**src/rtl/bs_rr_rbtr_9drvrs.sv**
```systemverilog
// Round-robin bus arbiter/sequencer: IDLE -> POP -> PUSH transfer of one driver word per 3 cycles.
// Optional drop counter for invalid destinations is enabled with `define BS_RBTR_DROP_CNT_EN.
module bs_rr_rbtr_9drvrs #(
  parameter int          bits      = 32,
  parameter int          drvrs     = 9,
  parameter logic [7:0]  broadcast = 8'hFF
) (
  input  logic                    clk,
  input  logic                    reset,
  input  logic [drvrs-1:0]        pndng,
  input  logic [drvrs*bits-1:0]   D_pop,
  output logic [drvrs-1:0]        pop,
  output logic [drvrs-1:0]        push,
  output logic [bits-1:0]         D_push,
  output logic                    bus_busy,
  output logic [3:0]              grant_id,
  output logic [15:0]             drop_cnt
);

  localparam int               IW      = (drvrs > 1) ? $clog2(drvrs) : 1;
  localparam logic [7:0]       DRVRS8  = 8'(drvrs);
  localparam logic [drvrs-1:0] ONE     = {{(drvrs-1){1'b0}}, 1'b1};

  typedef enum logic [1:0] {IDLE, POP, PUSH} state_t;

  state_t            state;
  state_t            state_nxt;
  logic [3:0]        last_grant;
  logic [bits-1:0]   data_q;
  logic              win_found;
  logic [3:0]        win_id;
  logic [IW-1:0]     idx;
  logic [7:0]        dest;
  logic [drvrs-1:0]  mask;

  // Search starts one past the last winner and wraps, so a held request waits at most drvrs-1 transfers.
  always_comb begin
    win_found = 1'b0;
    win_id    = '0;
    idx       = '0;
    for (int k = 1; k <= drvrs; k++) begin
      idx = IW'((int'(last_grant) + k) % drvrs);
      if (!win_found && pndng[idx]) begin
        win_found = 1'b1;
        win_id    = 4'(idx);
      end
    end
  end

  always_comb begin
    dest = data_q[bits-1 -: 8];
    mask = '0;
    if (dest < DRVRS8)
      mask = ONE << dest;
    else if (dest == broadcast)
      mask = ~(ONE << grant_id);
  end

  always_ff @(posedge clk) begin
    if (reset)
      state <= IDLE;
    else
      state <= state_nxt;
  end

  always_comb begin
    state_nxt = state;
    case (state)
      IDLE:    state_nxt = win_found ? POP : IDLE;
      POP:     state_nxt = PUSH;
      PUSH:    state_nxt = IDLE;
      default: state_nxt = IDLE;
    endcase
  end

  // D_push holds its last value after PUSH; only the strobes return to zero.
  always_ff @(posedge clk) begin
    if (reset) begin
      grant_id   <= '0;
      last_grant <= 4'(drvrs - 1);
      data_q     <= '0;
      pop        <= '0;
      push       <= '0;
      D_push     <= '0;
      bus_busy   <= 1'b0;
    end else begin
      bus_busy <= (state_nxt != IDLE);
      case (state)
        IDLE: begin
          push <= '0;
          if (win_found) begin
            grant_id   <= win_id;
            last_grant <= win_id;
            data_q     <= D_pop[int'(win_id)*bits +: bits];
            pop        <= ONE << win_id;
          end else begin
            pop <= '0;
          end
        end
        POP: begin
          pop    <= '0;
          push   <= mask;
          D_push <= data_q;
        end
        PUSH: begin
          pop  <= '0;
          push <= '0;
        end
        default: begin
          pop  <= '0;
          push <= '0;
        end
      endcase
    end
  end

`ifdef BS_RBTR_DROP_CNT_EN
  // Counts words whose destination matched no driver; saturates rather than wrapping.
  always_ff @(posedge clk) begin
    if (reset)
      drop_cnt <= '0;
    else if (state == POP && mask == '0 && drop_cnt != 16'hFFFF)
      drop_cnt <= drop_cnt + 16'd1;
  end
`else
  assign drop_cnt = '0;
`endif

endmodule
```
**config.mk**
```make
export PLATFORM = sky130hd
export DESIGN_NAME = bs_rr_rbtr_9drvrs
export DESIGN_NICKNAME = d
export VERILOG_FILES = /design/src/rtl/bs_rr_rbtr_9drvrs.sv
export SDC_FILE = /design/constraint.sdc
export NUM_CORES = 1
export LEC_CHECK = 0
export BUFFER_PORTS_ARGS = -buffer_cell sky130_fd_sc_hd__buf_2
export CORE_ASPECT_RATIO = 0.5
export CORE_MARGIN = 10
export CORE_UTILIZATION = 51
export DETAILED_ROUTE_END_ITERATION = 8
export GPL_TIMING_DRIVEN = 0
export MAX_ROUTING_LAYER = met4
export PLACE_DENSITY = 0.84
export SYNTH_ARGS = -nofsm -noshare
export SYNTH_HDL_FRONTEND = slang
export SYNTH_SLANG_ARGS = --single-unit
```
**constraint.sdc**
```tcl
create_clock -name clk -period 11.1 [get_ports clk]
set_clock_uncertainty 0.1 [all_clocks]
set_input_delay 0.555 -clock clk [delete_from_list [all_inputs] [get_ports clk]]
set_output_delay 0.555 -clock clk [all_outputs]
set_load 0.005 [all_outputs]
```
# Yosys cells after proc, flatten, opt, wreduce, memory -nomap -nowiden
# Index checks and enable logic that the tools add are counted.
[totals] mem_bits_rw=0 register_bits=93 in_bits=299 output_inout_bits=71 rom_bits=0 word_cells=107 n_memories=0 latch_bits=0
[op_classes] mux=40 n_mul=0 addsub=9 n_reduce_logical=21 n_lt_le_gt_ge=10 n_div=9 shift=4 eq_ne=2 bitwise_logic=4
[ops] operator="32-bit by 5-bit remainder unit with 32-bit output, second input constant" count=9
[ops] operator="288-bit by 10-bit variable part select with 32-bit output" count=1
[ops] operator="4-bit by 5-bit less-than comparator with 1-bit output, second input constant" count=9
[ops] operator="1-bit binary-select mux with 4-bit select" count=9
[ops] operator="4-bit two-way mux" count=9
[ops] operator="4-bit by 3-bit adder with 5-bit output, second input constant" count=4
[ops] operator="1-bit two-way mux" count=19
[ops] operator="9-bit two-way mux" count=2
[ops] operator="1-bit by 4-bit left shift with 9-bit output, first input constant" count=2
[ops] operator="4-bit by 2-bit adder with 5-bit output, second input constant" count=2
[ops] operator="4-bit by 4-bit adder with 5-bit output, second input constant" count=2
[ops] operator="9-bit NOT" count=1
[ops] operator="1-bit by 8-bit left shift with 9-bit output, first input constant" count=1
[ops] operator="8-bit equality test, second input constant" count=1
[ops] operator="1-bit logical AND" count=8
[ops] operator="1-bit logical NOT" count=8
[ops] operator="8-bit by 4-bit less-than comparator with 1-bit output, second input constant" count=1
[ops] operator="4-bit by 1-bit adder with 5-bit output, second input constant" count=1
[ops] operator="2-bit one-hot mux with 2 select lines" count=1
[ops] operator="1-bit NOT" count=3
[ops] operator="3-bit OR reduction" count=1
[ops] operator="2-bit by 1-bit equality test with 1-bit output, second input constant" count=1
[ops] operator="2-bit logical NOT" count=1
[ops] operator="2-bit AND reduction" count=1
[ops] operator="2 further kinds" count=2

# Depth between registers and ports, before layout
[depth] ltp_word=32 depth_mapped=29 mapped_depth_nobuf=23

# Worst setup path after synthesis
# No wires, ideal clock.
[synth_path] path_type="register -> register" startpoint="reg, netlist name grant_id[0]" endpoint="reg data_q[10]" path_buffers=5 path_slack_ps=3946 synth_period_minus_slack_ps=7154 setup_ps=136 path_stages_with_launch=28 required_time_ps=10864 t_arrival_ps=6919 path_cell_list="dfxtp_1 > buf_4 > inv_1 > buf_1 > clkbuf_1 > ha_1 > xnor2_2 > inv_1 > buf_2 > ha_1 > or3b_2 > o21ai_0 > xnor2_1 > ha_1 > nor2b_1 > nand4_1 > a32oi_2 > xnor2_2 > mux2_1 > o221ai_2 > o21bai_1 > o311ai_0 > a31o_1 > a211oi_4 > buf_4 > mux2_4 > a222oi_1 > o211ai_1"
[synth_lines] item="end signal, assigned" line="94" source="data_q <= D_pop[int'(win_id)*bits +: bits];"
[synth_lines] item="end, declared" line="29" source="logic [bits-1:0] data_q;"

==> flow_summary.ini <==
[cells_and_area]
multi_input_area_um2 = 8070
drive_gt1_share_pct = 30.9
final_common_cell = buf_2
final_cell_count_no_fill = 1972
layout_net_count = 2039
num-fill-cells = 1886
layout-area-overhead-vs-synth_pct = 23.2
commonest_cells_after_routing_fill_and_taps_aside = buf_2 (375), mux2i_1 (132), nand2_1 (128)
seqCellArea_um2 = 1800

[clock_tree]
clock_sinks = 90
cts_tree = done
hold_buffer_count_at_cts = 0
cts_resized = 0
postCtsSetupBuffers = 0
clock_path_buffers = 2
worst_skew_pair.late_latency_ps = 340
path_clk_slew_ps = 70
cts-buffers-inserted = 9
ctsHtreeMaxLevel = 3
clock_tree.root_cell = clkbuf_16

[place]
hpwlAfterDp_um = 37500
placement.io_buffers = 349
gp_congestion = 1.05
dp.cells = 1949

[floorplanning]
fp.dieH_um = 122
floorplan.die.width_um = 224
design.portCount = 370
die_area_um2 = 27300
core_area_um2 = 20500
floorplan.initialDensity_pct = 51.8
row_count = 37

[sta]
setup-tns-final_ps = 0
setup_violations = 0
fmax_mhz = 97.1
min_period_ps = 10300
maxSlewViolCount = 0
worstMarginPinSlew_ps = 1300
grt_setup_unrepaired = false
fin_crit_sh_pct = 92.7
slew_headroom_pct = 13.1
fin_hold_ws_ps = 352
timing.final.hold_violations = 0

[routing]
drt_iter0_drc = 1574
drt_drc = 0
routed_wire_length_per_instance_um = 23.5
post_drt_via_cell_ratio = 6.25
drt_wl_total_um = 46300
vias = 12324
first_pass_drt_iterations = 7
drtAntennaViolNets = 0

[global_route]
grt_pass1_wl_um = 69500
first_global_vias = 12011
maximum_number_of_pins_on_one_net_before_global_route_repair = 20
grt_usage_pct = 32.9
grt-ovfl-total = 0
antenna_violations_before_repair = 6

[critical_path]
reg2reg_slack_ps = 800
setup.worst_path.class = flip-flop to flip-flop
critical_path.startpoint = grant_id[0]
cp.arrival_ps = 10390
crit_fanout = 19
critPathCaptureType = flip-flop
cpLargestDelayFamily = buffers and inverters
worstSetupStartpointType = flip-flop
slowest_stage = clkbuf_1
critPathBufInv = 9
critPathMostFrequentCell = buf_1
cp_slowest_stage_delay_ps = 1020
crit-reg2reg-launch = grant_id[0]
worstPathRequired_ps = 11200

[synth]
synth.top_cell.area_share_pct = 17.0
syn_inst = 1312
postSynth.topFlopCell = dfxtp_1
yosysWarnings = 0
synth_top_cells_by_area = dfxtp_1 (17%), mux2i_1 (12%), ha_1 (6.2%)
ys_seq_elements = 90
synth_enable_flop_cells = 0
synth_cell_type_count = 110
synthesis.area_per_instance_um2 = 8.09
mapped_area_um2 = 10600
post-synth-top-area-cell = dfxtp_1
synthArstFlopShare_pct = 0
share_of_the_yosys_chip_area_belonging_to_registers_pct = 17.0

[flow_run]
max_cap_viol_count = 0

[worst_hold_path]
hold_class = flip-flop to flip-flop
launch_point_of_the_worst_hold_path = D_push[14]

[outcome]
outcome = completed
final cells by class:
cell class              instances  share of cell area [%]
plain buffers                 115                    4.84
clock buffers                  10                    1.75
clock inverters                 6                   0.564
repair buffers                349                    13.3
multi-input cells            1075                    61.6
flip-flops and latches         90                    13.8
diodes                          7                   0.134
inverters                      47                    1.35
well taps                     273                    2.61
tightest hold or removal path: stages, from the launching register on:
cell and delay (ps):
dfxtp_1 310, nand2_1 50, a21oi_1 50
Yosys cell counts (15+ instances only):
library cell	n
inv_1	45
o21ai_0	32
nand3_1	20
ha_1	53
a31oi_1	20
o211ai_1	43
a222oi_1	32
buf_2	26
nor2b_1	17
a21oi_1	87
nand2b_1	20
clkbuf_1	44
nor3_1	29
nor2_1	80
o22a_1	34
mux2_1	15
buf_4	35
dfxtp_1	90
nand2_1	128
mux2_2	16
mux2i_1	132
final timing paths:
check,to,cells after the start
max reg2reg,data_q[24],27
min reg2reg,D_push[14],2
min,D_push[14],2
max,data_q[24],27
cell families after synthesis:
| group | Yosys count | share of synthesized area [%] |
|---|---|---|
| AO/OA/AOI/OAI | 405 | 28.9 |
| AND/OR/NAND/NOR | 398 | 19.2 |
| multiplexers | 181 | 18.8 |
| buffers and inverters | 162 | 7.62 |
| flip-flops | 90 | 17.0 |
| adder cells (fa/ha/maj) | 53 | 6.24 |
| XOR/XNOR | 22 | 2.27 |
| other | 1 | 0.0353 |
registers in the layout, summed over array words and instances (netlist names):
signal	cells
push	9
last_grant	1
grant_id	4
pop	9
bus_busy	1
state	2
D_push	32
data_q	32
metrics by stage:
step	util, %	setup slack [ps]	cell area, um^2
finish	63.8	805	13100
global route	63.8	519	13100
CTS	63.7	1260	13100
detailed placement	62.2	1300	12800
global placement	62.2	1310	12800
floorplan	-	3950	10700
metal layers:
metal / wire length [um] / up-vias / share of wire (%) / global-route usage [%]
li1: - / 5741 / - / -
met1: 18600 / 5764 / 40 / 39.2
met2: 22000 / 720 / 48 / 54.9
met3: 4040 / 99 / 8.7 / 5.25
met4: 1620 / 0 / 3.5 / 13.3
met5: 0 / - / 0 / -
Power is not shown: default switching activity piles up to over one toggle a cycle in this logic, so the estimate is an artifact.
